==> config.mk <==
export PLATFORM = sky130hd
export DESIGN_NAME = pico_bus_decoder
export DESIGN_NICKNAME = d
export VERILOG_FILES = /design/src/rtl/pico_bus_pkg.sv /design/src/rtl/pico_bus_addr_decode.sv /design/src/rtl/pico_bus_decoder.sv
export SDC_FILE = /design/constraint.sdc
export NUM_CORES = 1
export LEC_CHECK = 0
export CORE_AREA = 2 2 136 138
export DETAILED_ROUTE_END_ITERATION = 8
export DIE_AREA = 0 0 138 140
export PLACE_DENSITY_LB_ADDON = 0.05
export SETUP_SLACK_MARGIN = 0.5
export SLEW_MARGIN = 20
export SYNTH_ARGS = -nofsm -noshare
export SYNTH_HDL_FRONTEND = slang
export SYNTH_SLANG_ARGS = --single-unit
==> constraint.sdc <==
create_clock -name clock -period 4.1 [get_ports clock]
set_input_delay 0.41 -clock clock [delete_from_list [all_inputs] [get_ports clock]]
set_output_delay 0.41 -clock clock [all_outputs]
set_load 0.05 [all_outputs]
==> src/rtl/pico_bus_pkg.sv <==
// Shared types and helpers for the picorv32 native-bus decoder.
// Holds the FSM state encoding, the default error read pattern and region extraction.
package pico_bus_pkg;

  typedef enum logic [1:0] {
    IDLE    = 2'd0,
    ACCESS  = 2'd1,
    RESPOND = 2'd2
  } bus_state_t;

  localparam logic [31:0] DEFAULT_ERROR_RDATA = 32'hDEAD_BEEF;

  // Returns addr[msb:lsb] right-aligned; the mask wraps to all-ones for a 32-bit field.
  function automatic logic [31:0] region_of(input logic [31:0] addr,
                                            input int          msb,
                                            input int          lsb);
    logic [31:0] mask;
    mask = (32'h1 << (msb - lsb + 1)) - 32'h1;
    return (addr >> lsb) & mask;
  endfunction

endpackage

==> src/rtl/pico_bus_addr_decode.sv <==
// Combinational priority decoder: region field -> one-hot hit, slave index and miss flag.
// When several slaves claim the same region the lowest index wins.
module pico_bus_addr_decode
  import pico_bus_pkg::*;
#(
  parameter int                       NUM_SLAVES    = 4,
  parameter int                       RW            = 4,
  parameter int                       IDX_W         = 2,
  parameter logic [NUM_SLAVES*RW-1:0] SLAVE_REGIONS = {4'h3, 4'h2, 4'h1, 4'h0}
) (
  input  logic [RW-1:0]         region,
  output logic [NUM_SLAVES-1:0] hit,
  output logic [IDX_W-1:0]      index,
  output logic                  miss
);

  always_comb begin
    // NOTE: every output gets a default before the loop so no latch is inferred.
    hit   = '0;
    index = '0;
    miss  = 1'b1;
    // Scan from the top down so the last (lowest-index) match overrides the rest.
    for (int k = NUM_SLAVES - 1; k >= 0; k--) begin
      if (region == SLAVE_REGIONS[k*RW +: RW]) begin
        hit    = '0;
        hit[k] = 1'b1;
        index  = IDX_W'(k);
        miss   = 1'b0;
      end
    end
  end

endmodule

==> src/rtl/pico_bus_decoder.sv <==
// Address decoder/interconnect between the picorv32 native memory port and NUM_SLAVES slaves,
// with registered slave requests, per-access timeout and error status capture.
module pico_bus_decoder
  import pico_bus_pkg::*;
#(
  parameter int NUM_SLAVES     = 4,
  parameter int DECODE_MSB     = 31,
  parameter int DECODE_LSB     = 28,
  parameter logic [NUM_SLAVES*(DECODE_MSB-DECODE_LSB+1)-1:0] SLAVE_REGIONS =
    {4'h3, 4'h2, 4'h1, 4'h0},
  parameter int TIMEOUT_CYCLES = 255,
  parameter logic [31:0] ERROR_RDATA = DEFAULT_ERROR_RDATA
) (
  input  logic                     clock,
  input  logic                     reset,
  input  logic                     m_valid,
  input  logic                     m_instr,
  input  logic [31:0]              m_addr,
  input  logic [31:0]              m_wdata,
  input  logic [3:0]               m_wstrb,
  output logic                     m_ready,
  output logic [31:0]              m_rdata,
  output logic [NUM_SLAVES-1:0]    s_valid,
  output logic                     s_instr,
  output logic [31:0]              s_addr,
  output logic [31:0]              s_wdata,
  output logic [3:0]               s_wstrb,
  input  logic [NUM_SLAVES-1:0]    s_ready,
  input  logic [NUM_SLAVES*32-1:0] s_rdata,
  output logic                     bus_error,
  output logic [31:0]              err_addr,
  output logic [7:0]               err_count
);

  localparam int RW    = DECODE_MSB - DECODE_LSB + 1;
  localparam int IDX_W = (NUM_SLAVES > 1) ? $clog2(NUM_SLAVES) : 1;
  localparam int CW    = (TIMEOUT_CYCLES > 1) ? $clog2(TIMEOUT_CYCLES + 1) : 1;

  function automatic logic [7:0] sat_inc(input logic [7:0] v);
    return (v == 8'hFF) ? v : v + 8'd1;
  endfunction

  bus_state_t             state_q, state_d;
  logic [IDX_W-1:0]       sel_q, sel_d;
  logic [NUM_SLAVES-1:0]  s_valid_q, s_valid_d;
  logic                   s_instr_q, s_instr_d;
  logic [31:0]            s_addr_q, s_addr_d;
  logic [31:0]            s_wdata_q, s_wdata_d;
  logic [3:0]             s_wstrb_q, s_wstrb_d;
  logic [CW-1:0]          cnt_q, cnt_d;
  logic [31:0]            m_rdata_q, m_rdata_d;
  logic                   bus_error_q, bus_error_d;
  logic [31:0]            err_addr_q, err_addr_d;
  logic [7:0]             err_count_q, err_count_d;

  logic [RW-1:0]          region;
  logic [NUM_SLAVES-1:0]  dec_hit;
  logic [IDX_W-1:0]       dec_index;
  logic                   dec_miss;
  logic                   sel_ready;
  logic [31:0]            sel_rdata;
  logic                   timeout_hit;

  assign region = RW'(region_of(m_addr, DECODE_MSB, DECODE_LSB));

  pico_bus_addr_decode #(
    .NUM_SLAVES    (NUM_SLAVES),
    .RW            (RW),
    .IDX_W         (IDX_W),
    .SLAVE_REGIONS (SLAVE_REGIONS)
  ) u_addr_decode (
    .region (region),
    .hit    (dec_hit),
    .index  (dec_index),
    .miss   (dec_miss)
  );

  assign sel_ready = s_ready[sel_q];
  assign sel_rdata = s_rdata[32*int'(sel_q) +: 32];

  // The cycle that would bring the wait count up to TIMEOUT_CYCLES is the last one allowed.
  assign timeout_hit = (TIMEOUT_CYCLES != 0) &&
                       ((32'(cnt_q) + 32'd1) == 32'(TIMEOUT_CYCLES));

  always_comb begin
    state_d     = state_q;
    sel_d       = sel_q;
    s_valid_d   = s_valid_q;
    s_instr_d   = s_instr_q;
    s_addr_d    = s_addr_q;
    s_wdata_d   = s_wdata_q;
    s_wstrb_d   = s_wstrb_q;
    cnt_d       = cnt_q;
    m_rdata_d   = m_rdata_q;
    bus_error_d = 1'b0;
    err_addr_d  = err_addr_q;
    err_count_d = err_count_q;

    unique case (state_q)
      IDLE: begin
        if (m_valid) begin
          if (!dec_miss) begin
            sel_d     = dec_index;
            s_valid_d = dec_hit;
            s_instr_d = m_instr;
            s_addr_d  = m_addr;
            s_wdata_d = m_wdata;
            s_wstrb_d = m_wstrb;
            cnt_d     = '0;
            state_d   = ACCESS;
          end else begin
            m_rdata_d   = ERROR_RDATA;
            bus_error_d = 1'b1;
            err_addr_d  = m_addr;
            err_count_d = sat_inc(err_count_q);
            state_d     = RESPOND;
          end
        end
      end

      ACCESS: begin
        // A ready on the timeout cycle still wins over the error path.
        if (sel_ready) begin
          s_valid_d = '0;
          m_rdata_d = (s_wstrb_q == 4'b0000) ? sel_rdata : 32'h0;
          state_d   = RESPOND;
        end else if (timeout_hit) begin
          s_valid_d   = '0;
          m_rdata_d   = ERROR_RDATA;
          bus_error_d = 1'b1;
          err_addr_d  = s_addr_q;
          err_count_d = sat_inc(err_count_q);
          state_d     = RESPOND;
        end else begin
          cnt_d = cnt_q + CW'(1);
        end
      end

      RESPOND: state_d = IDLE;

      default: state_d = IDLE;
    endcase
  end

  always_ff @(posedge clock) begin
    // NOTE: reset is sampled on the clock edge, and all state uses non-blocking assignments.
    if (reset) begin
      state_q     <= IDLE;
      sel_q       <= '0;
      s_valid_q   <= '0;
      s_instr_q   <= 1'b0;
      s_addr_q    <= '0;
      s_wdata_q   <= '0;
      s_wstrb_q   <= '0;
      cnt_q       <= '0;
      m_rdata_q   <= '0;
      bus_error_q <= 1'b0;
      err_addr_q  <= '0;
      err_count_q <= '0;
    end else begin
      state_q     <= state_d;
      sel_q       <= sel_d;
      s_valid_q   <= s_valid_d;
      s_instr_q   <= s_instr_d;
      s_addr_q    <= s_addr_d;
      s_wdata_q   <= s_wdata_d;
      s_wstrb_q   <= s_wstrb_d;
      cnt_q       <= cnt_d;
      m_rdata_q   <= m_rdata_d;
      bus_error_q <= bus_error_d;
      err_addr_q  <= err_addr_d;
      err_count_q <= err_count_d;
    end
  end

  assign m_ready   = (state_q == RESPOND);
  assign m_rdata   = m_rdata_q;
  assign s_valid   = s_valid_q;
  assign s_instr   = s_instr_q;
  assign s_addr    = s_addr_q;
  assign s_wdata   = s_wdata_q;
  assign s_wstrb   = s_wstrb_q;
  assign bus_error = bus_error_q;
  assign err_addr  = err_addr_q;
  assign err_count = err_count_q;

endmodule

# Word-level counts from Yosys, hierarchy flattened
# Cells that the tools add are included.
classes:
  addsub: 3
  n_mul: 0
  div_mod_pow: 0
  magnitude_cmp: 1
  eq_ne: 14
  shifts: 1
  muxes: 51
  bitwise_logic: 1
  reduce_logical: 10
ops:
  columns: ["cell", "n"]
  rows:
  - ["32-bit two-way mux", 9]
  - ["32-bit case mux with 2 select lines", 2]
  - ["128-bit by 8-bit variable part select with 32-bit output", 1]
  - ["8-bit two-way mux", 9]
  - ["4-bit two-way mux", 8]
  - ["8-bit case mux with 2 select lines", 2]
  - ["8-bit by 1-bit adder with 8-bit output, second input constant", 2]
  - ["2-bit two-way mux", 8]
  - ["2-bit inequality test, second input constant", 6]
  - ["5-bit AND reduction", 2]
  - ["8-bit by 1-bit adder with 9-bit output, second input constant", 1]
  - ["9-bit by 8-bit == test with 1-bit output, second input constant", 1]
  - ["1-bit two-way mux", 9]
  - ["4-bit by 2-bit == test with 1-bit output, second input constant", 2]
  - ["8-bit == test, second input constant", 1]
  - ["4-bit logical NOT", 2]
  - ["4-bit case mux with 2 select lines", 1]
  - ["4-bit AND reduction", 2]
  - ["4-bit by 1-bit == test with 1-bit output, second input constant", 1]
  - ["2-bit case mux with 2 select lines", 1]
  - ["2-bit by 3-bit < comparator with 1-bit output, second input constant", 1]
  - ["3-bit inequality test, second input constant", 1]
  - ["3-bit AND reduction", 1]
  - ["1-bit binary-select mux with 2-bit select", 1]
  - ["other kinds (7)", 7]
totals:
  reg_bits: 158
  latchBits: 0
  ram_bits: 0
  mem_bits_ro: 0
  input_bits: 204
  out_inout_bits: 147
  wordCells: 93
  memories: 0

# Longest topological paths before layout
# Gate-level depths: netlist of run 1.
logic_depth:
  ltp_word: 8
  depth_mapped: 10
  ltp_nobuf: 8

# By module
# From an unflattened synthesis of run 1, not the netlist that was laid out.
unflattened:
  hier_cells: 809
  hier_area_um2: 6957.9
by_module_without_submodules:
  columns: ["mod", "n_inst", "cells_each", "area_each_um2", "seq_area_each_um2"]
  rows:
  - ["pico_bus_decoder", 1, 802, 6900.4, 3163.0]
  - ["pico_bus_addr_decode", 1, 7, 57.6, 0.0]

# Worst setup path before layout of run 1
# OpenSTA, ideal clock, no wires.
synth_path:
  path_kind: "register to register"
  start: "reg sel_q[0]"
  end: "reg err_count_q[7] (netlist: err_count[7])"
  setup_time_ns: 0.070
  arrival_time_ns: 2.222
  t_required_ns: 4.030
  path_slack_ns: 1.808
  stages_incl_launch_ff: 7
  path_buffers: 1
  period_less_slack_ns: 2.292
  cell_sequence: "dfxtp_1 > buf_2 > mux4_2 > a2111oi_4 > o21bai_2 > or4_1 > a21oi_1"
synth_via:
  elab_chain_len: 4
synth_lines:
  columns: ["element", "line", "text"]
  rows:
  - ["start, declared", "pico_bus_decoder.sv:44", "logic [IDX_W-1:0] sel_q, sel_d;"]
  - ["start signal, assigned", "pico_bus_decoder.sv:162", "sel_q <= sel_d;"]
  - ["1-bit binary-select mux with 2-bit select", "pico_bus_decoder.sv:78", "assign sel_ready = s_ready[sel_q];"]
  - ["1-bit two-way mux (not written as such)", "pico_bus_decoder.sv:78", null]
  - ["2-bit inequality test (no source line)", null, null]
  - ["5-bit AND reduction (no source line)", null, null]
  - ["end signal, assigned", "pico_bus_decoder.sv:172", "err_count_q <= err_count_d;"]
  - ["end, declared", "pico_bus_decoder.sv:54", "logic [7:0] err_count_q, err_count_d;"]
# Every way passes these cells. The select of a mux whose other input is x is not followed.
# A chain may end at the register's enable or synchronous reset.

# Worst setup path after layout of run 1
layout_path:
  start: "reg cnt_q[3]"
  end: "reg s_valid_q[0] (netlist: s_valid[0])"
layout_via:
  elab_chain_len: 4
layout_lines:
  columns: ["element", "line", "text"]
  rows:
  - ["start, declared", "pico_bus_decoder.sv:50", "logic [CW-1:0] cnt_q, cnt_d;"]
  - ["start signal, assigned", "pico_bus_decoder.sv:168", "cnt_q <= cnt_d;"]
  - ["8-bit by 1-bit adder with 9-bit output", "pico_bus_decoder.sv:83", "((32'(cnt_q) + 32'd1) == 32'(TIMEOUT_CYCLES));"]
  - ["9-bit by 8-bit == test with 1-bit output", "pico_bus_decoder.sv:83", null]
  - ["3-bit inequality test (no source line)", null, null]
  - ["4-bit AND reduction (no source line)", null, null]
  - ["end signal, assigned", "pico_bus_decoder.sv:163", "s_valid_q <= s_valid_d;"]
  - ["end, declared", "pico_bus_decoder.sv:45", "logic [NUM_SLAVES-1:0] s_valid_q, s_valid_d;"]
# Every way passes these cells.

==> results of run 1 <==
-- cell usage after synthesis --
| library cell | instances | area (um^2) |
|---|---|---|
| a2111oi_4 | 1 | 27.53 |
| a211o_1 | 1 | 8.760 |
| a211oi_1 | 1 | 7.510 |
| a21oi_1 | 107 | 535.5 |
| a222oi_1 | 32 | 320.3 |
| a31oi_1 | 2 | 12.51 |
| and3_1 | 3 | 18.77 |
| and4_1 | 1 | 8.760 |
| buf_1 | 6 | 22.52 |
| buf_2 | 4 | 20.02 |
| clkbuf_1 | 49 | 183.9 |
| dfxtp_1 | 158 | 3163 |
| ha_1 | 3 | 37.54 |
| inv_1 | 19 | 71.32 |
| mux2_2 | 1 | 11.26 |
| mux2i_1 | 1 | 10.01 |
| mux4_2 | 33 | 743.2 |
| nand2_1 | 147 | 551.8 |
| nand2b_1 | 6 | 37.54 |
| nand3_1 | 7 | 35.03 |
| nand3b_1 | 1 | 7.510 |
| nand4_1 | 2 | 12.51 |
| nand4b_1 | 4 | 35.03 |
| nor2_1 | 69 | 259.0 |
| nor2b_1 | 5 | 31.28 |
| nor3_1 | 34 | 170.2 |
| nor3b_1 | 2 | 15.01 |
| nor4_1 | 1 | 6.260 |
| nor4b_1 | 1 | 8.760 |
| o211ai_1 | 1 | 7.510 |
| o21a_1 | 1 | 7.510 |
| o21ai_0 | 13 | 65.06 |
| o21ai_1 | 1 | 5.000 |
| o21bai_1 | 1 | 7.510 |
| o21bai_2 | 1 | 11.26 |
| o31a_1 | 1 | 8.760 |
| o31ai_1 | 1 | 7.510 |
| o32ai_1 | 9 | 78.83 |
| or2_2 | 3 | 18.77 |
| or3_1 | 4 | 25.02 |
| or4_1 | 3 | 22.52 |
| xnor2_1 | 1 | 8.760 |
| xor2_1 | 2 | 17.52 |
-- report_power, final --
group | leakage, nW | switching (mW) | internal (mW)
clock | 0.265 | 0.663 | 0.844
combinational | 2.20 | 0.470 | 0.391
sequential | 1.29 | 0.0431 | 1.61
total | 3.76 | 1.18 | 2.84
-- flip-flops by register name, summed over array words and instances, names as in the netlist --
signal / flops
err_addr: 32
m_rdata: 32
s_addr: 32
s_wdata: 32
cnt_q: 8
err_count: 8
s_valid: 4
s_wstrb: 4
sel_q: 2
state_q: 2
bus_error: 1
s_instr: 1
-- cell type report --
cell class                      count  area share
Clock buffer                       18     0.03929
Clock inverter                     13     0.01169
Inverter                           19    0.006530
Multi-Input combinational cell    507      0.2957
Sequential cell                   158      0.2897
Tap cell                          229     0.02623
Timing Repair Buffer              365      0.3309
-- per-stage QoR --
stage | utilization | hold WS, ns | worst slack [ns] | std cells
floorplan | - | 0.4534 | 1.808 | 743
global placement | 0.5830 | 0.4411 | 1.168 | 1278
detailed placement | 0.5830 | 0.4458 | 1.151 | 1278
CTS | 0.6143 | 0.4553 | 1.415 | 1309
global route | 0.6143 | 0.4691 | 1.218 | 1309
finish | 0.6143 | 0.4528 | 1.445 | 1309
-- path summary, 6_finish.rpt --
| path | end | depth (start not counted) | startpoint |
|---|---|---|---|
| max | s_valid[0] | 6 | cnt_q[3] |
| min | s_wdata[29] | 2 | s_wdata[29] |
| max reg2reg | s_valid[0] | 6 | cnt_q[3] |
| min reg2reg | s_wdata[29] | 2 | s_wdata[29] |
-- critical path: cells and delay by family, from the launching register on --
kind	cells	cell delay, ns
DFF	1	0.43
AOI/OAI and AO/OA	4	1.52
and+or+nand+nor	2	0.57
-- kinds of logic (layout without fill, tap and decap cells) --
family / after synthesis / count (layout) / synth area share
buf+inv: 78 / 415 / 0.04469
fa+ha+maj: 3 / 3 / 0.005633
compound gates: 173 / 173 / 0.1667
flops: 158 / 158 / 0.4747
simple gates: 293 / 293 / 0.1896
xor+xnor: 3 / 3 / 0.003944
mux: 35 / 35 / 0.1147
-- metal layers --
layer	track usage	share of wire	vias up
met5	0	0	-
met4	0.06230	0.017	0
met3	0.07214	0.078	23
met2	0.3861	0.50	278
met1	0.2828	0.41	3186
li1	-	-	3307
==> run_results.csv, run 1 <==
group,metric,value,unit
outcome,status,"finished clean",
power_and_ir_drop,vdd_drop_max,0.0002598,V
clocking,insertion_delay,0.42,ns
global_route,grt-ovfl-total,0,
cells_and_area,regArea,3164,um^2
floorplan,die_x,138,um
placement,dp_hpwl,16230,um
global_route,grt_use_total,0.2283,
route,ant_nets,0,
sta,relSlewSlack,0.3648,
clocking,cts_buffers,17,
global_route,grt_pass1_wl,35750,um
cells_and_area,nets,1275,
cells_and_area,layout_commonest_cell,"clkdlybuf4s50_1",
power_and_ir_drop,finalPower,4.018,mW
cells_and_area,layout_common_cells,"349 x clkdlybuf4s50_1, 157 x dfxtp_1, 147 x nand2_1",
sta,rsz0062_at_grt,"false",
min_path,hp-class,"reg2reg",
route,drtIter0Drc,425,
sta,min_period,2.655,ns
critical_path,timing.critical_path.slowest_cell_delay,0.83,ns
cells_and_area,multiInputGateArea,3229,um^2
sta,worstMarginPinSlew,0.9472,ns
sta,clock_skew,0.01424,ns
yosys,synth.distinct_cells,43,
global_route,grt_pass1_vias,6543,
placement,io_buffers,350,
clocking,post_cts_buffers,0,
clocking,cts_tree,"built",
route,wirelength,22540,um
route,vias,6794,
yosys,ys_ff_latch,158,
sta,hold_viol,0,
sta,min_period_over_period,0.6476,
critical_path,rrSetupSlack,1.44,ns
sta,drv_slew,0,
floorplan,pin_count,351,
placement,place_congestion,0.8198,
placement,dpl_cell_area,10360,um^2
critical_path,worstSetupEndpointType,"flip-flop",
cells_and_area,antenna_cells,0,
floorplan,rows,49,
critical_path,worstPathRequired,4.38,ns
route,post-route-drc-count,0,
run,maxCapViolCount,0,
cells_and_area,n_fill_cell,1563,
critical_path,start_kind,"flip-flop",
floorplan,start_util,0.3748,
power_and_ir_drop,cellPowerDensity,367.9,nW/um^2
clocking,cts.repair.resized,0,
clocking,cts_buffer_depth,2,
critical_path,crit_chain,"nand2_1 > or3_1 > a211oi_1 > o21ai_0 > a21oi_1 > o21ai_0",
route,vias_per_cell,5.190,
route,dr.pass1.iters,7,
critical_path,critPathSlowestCell,"a211oi_1",
yosys,syn_nets,950,
cells_and_area,drive_gt1_frac,0.08426,
clocking,clkTransAtPathRegs,0.07,ns
cells_and_area,area_growth,63.89,%
critical_path,critPathKind,"reg2reg",
power_and_ir_drop,p_leak,3.758,nW
floorplan,die_h,140,um
clocking,htree_levels,4,
yosys,synth.avg_cell_area,8.969,um^2
floorplan,coreArea,17780,um^2
clocking,clock_sinks,158,
route,wire_per_inst,17.22,um
floorplan,die-area,19320,um^2
cells_and_area,design_area,10920,um^2
sta,max_freq,376.6,MHz
critical_path,path_max_fanout,7,
clocking,cts_root_buffer,"clkbuf_16",
global_route,antenna_found_initial,0,
yosys,syn_area,6664,um^2
yosys,yosysSeqAreaShare,0.4747,
clocking,cts_hold_buf,0,
critical_path,critPathMostFrequentCell,"o21ai_0",
sta,setup_viol,0,
global_route,grt_max_degree,87,
critical_path,arrival,2.94,ns
sta,tns,0,ns
yosys,synthCells,743,
yosys,yosys_warnings,0,
Note: power is estimated with default switching activity, not from simulation.
==> run 2: changes to the inputs <==
--- a/config.mk
+++ b/config.mk
@@ -5,9 +5,9 @@
 export SDC_FILE = /design/constraint.sdc
 export NUM_CORES = 1
 export LEC_CHECK = 0
-export CORE_AREA = 2 2 136 138
+export CORE_ASPECT_RATIO = 1.2
+export CORE_UTILIZATION = 36
 export DETAILED_ROUTE_END_ITERATION = 8
-export DIE_AREA = 0 0 138 140
 export PLACE_DENSITY_LB_ADDON = 0.05
 export SETUP_SLACK_MARGIN = 0.5
 export SLEW_MARGIN = 20
==> constraint.sdc (replaced) <==
create_clock -name clock -period 2.3 [get_ports clock]
set_input_delay 0.23 -clock clock [delete_from_list [all_inputs] [get_ports clock]]
set_output_delay 0.23 -clock clock [all_outputs]
set_load 0.05 [all_outputs]
==> run 2 against run 1 <==
Critical path depth up 3. Hold slack got worse by 0.25 ns. Register-to-register slack worse by 1.3 ns. Core utilization grew 3.0 points. Setup slack worse by 1.3 ns. Sequential power is 78% higher. Final cell count grew 2.9%. Combinational power rose by 89%. Clock power increased by 89%. Total power up 85%. Sequential cell count did not move. Critical path type unchanged. Critical endpoint is now m_rdata[10]. Highest routed layer is now met5.
==> run_results.csv, run 2 (synthesis results as in run 1) <==
group,metric,value,unit
route,wirelength,23510,um
floorplan,rows,54,
critical_path,crit_chain,"nand2_4 > or3_4 > a211o_4 > buf_6 > a21oi_4 > buf_12 > clkbuf_16 > nor2_4 > nor3_2",
critical_path,rrSetupSlack,0.14,ns
floorplan,die_h,151.0,um
floorplan,pin_count,351,
critical_path,critPathKind,"reg2reg",
clocking,insertion_delay,0.42,ns
sta,max_freq,462.8,MHz
cells_and_area,nets,1316,
clocking,cts_buffers,17,
route,ant_nets,0,
cells_and_area,layout_common_cells,"202 x clkdlybuf4s50_1, 149 x dfxtp_1, 144 x nand2_1",
critical_path,arrival,2.51,ns
floorplan,die_x,126.2,um
global_route,grt_pass1_vias,6645,
floorplan,start_util,0.3667,
sta,relSlewSlack,0.5955,
critical_path,critPathSlowestCell,"dfxtp_4",
placement,placed_cells,1292,
placement,place_ws,-0.07671,ns
critical_path,start_kind,"flip-flop",
placement,dp_hpwl,16360,um
route,vias_per_cell,5.208,
power_and_ir_drop,cellPowerDensity,634.8,nW/um^2
global_route,antenna_found_initial,2,
clocking,clock_sinks,158,
sta,clock_skew,0.01062,ns
route,dr.pass1.iters,5,
cells_and_area,drive_gt1_frac,0.1747,
cells_and_area,layout_commonest_cell,"clkdlybuf4s50_1",
min_path,hp-class,"in2reg",
critical_path,worstSetupEndpointType,"flip-flop",
route,post-route-drc-count,0,
floorplan,die-area,19060,um^2
sta,rsz0062_at_grt,"true",
sta,tns,0,ns
clocking,cts_hold_buf,0,
global_route,grt_pass1_wl,35070,um
cells_and_area,finalNonFillerCells,1347,
cells_and_area,area_growth,75.76,%
critical_path,worstPathRequired,2.65,ns
sta,worstMarginPinSlew,0.6092,ns
power_and_ir_drop,p_leak,4.885,nW
clocking,cts_tree,"built",
sta,setup_ws,0.1391,ns
critical_path,timing.critical_path.slowest_cell_delay,0.40,ns
run,maxCapViolCount,0,
sta,drv_slew,0,
clocking,htree_levels,4,
clocking,cts_buffer_depth,2,
route,wire_per_inst,17.45,um
sta,hold_viol,0,
clocking,clkTransAtPathRegs,0.06,ns
route,drtIter0Drc,489,
sta,min_period_over_period,0.9395,
power_and_ir_drop,finalPower,7.435,mW
sta,min_period,2.161,ns
clocking,cts_root_buffer,"clkbuf_16",
placement,place_congestion,0.8504,
power_and_ir_drop,vdd_drop_max,0.0004972,V
outcome,status,"finished clean",
global_route,grt-ovfl-total,0,
critical_path,path_max_fanout,8,
route,vias,7015,
global_route,grt_use_total,0.2365,
placement,io_buffers,350,
sta,setup_viol,0,
floorplan,coreArea,18170,um^2
global_route,grt_max_degree,46,
==> run 2: cell count changes in the layout (fill, tap and decap cells not counted), moves of 14 or more <==
cell | before | now
nor2_1 | 67 | 53
nor3_1 | 34 | 16
dlygate4sd2_1 | 0 | 138
buf_4 | 16 | 31
clkdlybuf4s50_1 | 349 | 202
nor3_2 | 0 | 18
==> run 2: repair_timing <==
action,CTS,global route
resized for setup,166,72
setup buffers,4,12
cloned,0,6
pin swaps,8,32
endpoints found under the setup margin,226,101
==> run 2: worst paths after layout <==
path,startpoint,to,depth (start not counted)
max reg2reg,cnt_q[2],m_rdata[10],9
min reg2reg,s_wdata[22],s_wdata[22],2
max,cnt_q[2],m_rdata[10],9
min,reset,err_addr[2],2
==> run 2: per-layer routing <==
metal  track usage  wire length, um
met1        0.2656             8943
met2        0.4213            12280
met3       0.08160             1860
met4       0.07229              411
met5             0               10
==> run 2: stage by stage <==
stage	area, um^2	hold slack [ns]	utilization
after floorplan	6763	0.3291	-
after global placement	10610	0.4416	0.5840
after detailed placement	10610	0.4457	0.5840
after CTS	11190	0.1875	0.6157
after global routing	11710	0.1988	0.6443
final	11710	0.2047	0.6444
==> run 2: power by group <==
group          internal (mW)  switching [mW]  total, mW
clock network           1.64            1.23       2.86
logic                  0.735           0.895       1.63
registers               2.86          0.0836       2.94
total                   5.23            2.20       7.43
==> run 2: area by class of cell <==
cell class	instances	area, um^2
multi-input combinational	507	3563
timing repair buffer	406	4000
tap	224	280.3
fill	1624	6462
sequential	158	3189
clock buffer	17	425.4
inverter	19	71.32
antenna	1	2.502
clock inverter	15	180.2
==> run 2: worst max-delay path, delay by kind of cell (launching register included) <==
family,cells,cell delay (ns)
compound gates,2,0.57
buf+inv,3,0.47
simple gates,4,0.65
flops,1,0.40
==> run 3: changes to the inputs <==
--- a/config.mk
+++ b/config.mk
@@ -5,12 +5,15 @@
 export SDC_FILE = /design/constraint.sdc
 export NUM_CORES = 1
 export LEC_CHECK = 0
+export CELL_PAD_IN_SITES_DETAIL_PLACEMENT = 0
+export CELL_PAD_IN_SITES_GLOBAL_PLACEMENT = 1
 export CORE_ASPECT_RATIO = 1.2
-export CORE_UTILIZATION = 36
+export CORE_UTILIZATION = 26
 export DETAILED_ROUTE_END_ITERATION = 8
 export PLACE_DENSITY_LB_ADDON = 0.05
 export SETUP_SLACK_MARGIN = 0.5
 export SLEW_MARGIN = 20
 export SYNTH_ARGS = -nofsm -noshare
 export SYNTH_HDL_FRONTEND = slang
+export SYNTH_HIERARCHICAL = 1
 export SYNTH_SLANG_ARGS = --single-unit
==> run 3 against run 2 <==
Die area is 44% higher. Cell area increased by 0.71%. Maximum frequency down 0.37%. Via count is 1.4% higher. Clock skew increased by 0.0060 ns. Clock power decreased by 6%. Sequential cell count is the same. Total power down 1.4%. Largest cell class unchanged.
==> run_results.csv, run 3 <==
group,metric,value,unit
outcome,status,"finished clean",
cells_and_area,n_fill_cell,2648,
yosys,syn_nets,1016,
critical_path,start_kind,"flip-flop",
power_and_ir_drop,finalPower,7.333,mW
placement,dpl_cell_area,10940,um^2
sta,clock_skew,0.01666,ns
cells_and_area,regArea,3179,um^2
global_route,grt_use_total,0.1807,
clocking,htree_levels,4,
global_route,grt_max_degree,62,
run,maxCapViolCount,0,
route,vias_per_cell,4.718,
clocking,cts_tree,"built",
yosys,synthTopCellsByArea,"dfxtp_1 45%, nand2_1 11%, mux4_2 11%",
clocking,cts_root_buffer,"clkbuf_16",
yosys,ys_ff_latch,158,
floorplan,coreArea,26270,um^2
global_route,antenna_found_initial,1,
critical_path,path_max_fanout,8,
power_and_ir_drop,p_leak,4.886,nW
floorplan,start_util,0.2649,
power_and_ir_drop,cellPowerDensity,621.7,nW/um^2
cells_and_area,nets,1366,
cells_and_area,multiInputGateArea,3709,um^2
sta,rsz0062_at_grt,"true",
placement,io_buffers,350,
placement,dp_hpwl,17520,um
cells_and_area,design_area,11800,um^2
clocking,cts_buffers,17,
route,drtIter0Drc,225,
yosys,synth.avg_cell_area,8.601,um^2
global_route,grt_pass1_wl,38630,um
clocking,clock_sinks,158,
critical_path,worstPathRequired,2.60,ns
sta,hold_viol,0,
critical_path,arrival,2.47,ns
sta,setup_viol,0,
sta,min_period_over_period,0.9430,
floorplan,die-area,27420,um^2
yosys,yosysMostFrequentCell,"nand2_1",
yosys,synth_top_area_frac,0.4546,
route,wire_per_inst,16.62,um
route,ant_nets,0,
critical_path,critPathKind,"reg2reg",
yosys,synth_edf_count,0,
yosys,synth.distinct_cells,48,
cells_and_area,layout_common_cells,"210 x nand2_1, 202 x clkdlybuf4s50_1, 151 x dfxtp_1",
clocking,insertion_delay,0.42,ns
min_path,hp-class,"in2reg",
clocking,cts_buffer_depth,2,
clocking,clkTransAtPathRegs,0.07,ns
yosys,synthTopCellsByCount,"211 x nand2_1, 158 x dfxtp_1, 108 x a21oi_1",
route,post-route-drc-count,0,
power_and_ir_drop,vdd_drop_max,0.0003923,V
sta,max_freq,461.1,MHz
yosys,yosys.area.top_type,"dfxtp_1",
global_route,grt_pass1_vias,7114,
route,dr.pass1.iters,4,
floorplan,die_h,181.2,um
yosys,yosysSeqAreaShare,0.4546,
sta,drv_slew,0,
cells_and_area,area_growth,69.52,%
critical_path,worstSetupEndpointType,"flip-flop",
yosys,async_reset_ff_frac,0,
clocking,cts_hold_buf,0,
yosys,synthCells,809,
yosys,yosys_most_used_dff,"dfxtp_1",
cells_and_area,post-route-util,0.4490,
yosys,syn_area,6958,um^2
floorplan,pin_count,351,
yosys,yosys_warnings,6,
route,vias,7114,
cells_and_area,drive_gt1_frac,0.1451,
floorplan,rows,65,
cells_and_area,layout_commonest_cell,"nand2_1",
route,wirelength,25070,um
sta,min_period,2.169,ns
sta,relSlewSlack,0.5758,
floorplan,die_x,151.3,um
sta,worstMarginPinSlew,0.6362,ns
global_route,grt-ovfl-total,0,
placement,place_congestion,0.7593,
==> run 3: cell types whose count changed after synthesis, moves of 4 or more <==
cell / before / now
buf_4: 0 / 5
nor3b_1: 2 / 7
nand2_1: 147 / 211
a311oi_1: 0 / 33
nor2_1: 69 / 78
a222oi_1: 32 / 0
a22o_1: 0 / 8
a22oi_1: 0 / 4
and2_1: 0 / 4
o21ai_0: 13 / 3
nor3_1: 34 / 29
o32ai_1: 9 / 0
inv_1: 19 / 4
==> run 3: kinds of logic (layout without fill, tap and decap cells) <==
kind of cell | count (synthesis) | after routing | synth area share
and+or+nand+nor | 370 | 370 | 0.2295
AOI/OAI and AO/OA | 166 | 166 | 0.1476
DFF | 158 | 158 | 0.4546
buffers and inverters | 71 | 434 | 0.04405
muxes | 39 | 39 | 0.1163
adders and majority gates | 3 | 3 | 0.005395
xor gates and xnor gates | 2 | 2 | 0.002518
other | 0 | 1 | 0
==> run 3: area by class of cell <==
class,count,share of cell area
sequential,158,0.2695
clock inverter,13,0.01061
tap,335,0.03554
inverter,4,0.001485
timing repair buffer,398,0.3315
antenna,1,0.0002122
multi-input combinational,580,0.3144
clock buffer,19,0.03670
==> run 3: path summary, 6_finish.rpt <==
kind	from	end	slack [ns]	cells past startpoint
max	sel_q[0]	err_count[5]	0.13	7
min	reset	s_addr[25]	0.28	2
max reg2reg	sel_q[0]	err_count[5]	0.13	7
min reg2reg	s_wdata[17]	s_wdata[17]	0.45	2
==> run 3: where the power goes <==
part	switching [mW]	internal [mW]	leakage, nW
Sequential	0.0866	2.88	1.29
Combinational	0.950	0.719	3.32
Clock	1.27	1.43	0.270
Total	2.31	5.02	4.89
==> run 3: metrics by stage <==
step,setup slack [ns],hold WS [ns],TNS (ns),instances
final,0.1311,0.2799,0,1508
after global placement,-0.1220,0.4421,-3.841,1458
after floorplan,0.1685,0.3660,0,809
after detailed placement,-0.1516,0.4482,-4.644,1458
after CTS,0.1480,0.2612,0,1500
after global routing,0.02585,0.2846,0,1508
==> run 3: what timing repair did <==
item	4_1_cts	5_1_grt
buffers inserted	8	3
resized for setup	172	40
gates cloned	2	4
endpoints found under the setup margin	224	106
pin swaps	11	16
==> run 3: worst max-delay path, cell delays in order, from the launching register on <==
cell and delay [ns]:
dfxtp_4 0.35, mux4_2 0.54, nand2b_4 0.16, nand3b_1 0.15
a22oi_2 0.16, buf_6 0.16, and4bb_2 0.24, mux2_4 0.29
==> run 3: per-layer routing <==
| metal | GRT usage | share of wire | vias up |
|---|---|---|---|
| met3 | 0.04419 | 0.064 | 18 |
| met2 | 0.3167 | 0.51 | 247 |
| li1 | - | - | 3534 |
| met5 | 0 | 0 | - |
| met4 | 0.05040 | 0.012 | 0 |
| met1 | 0.2150 | 0.41 | 3315 |
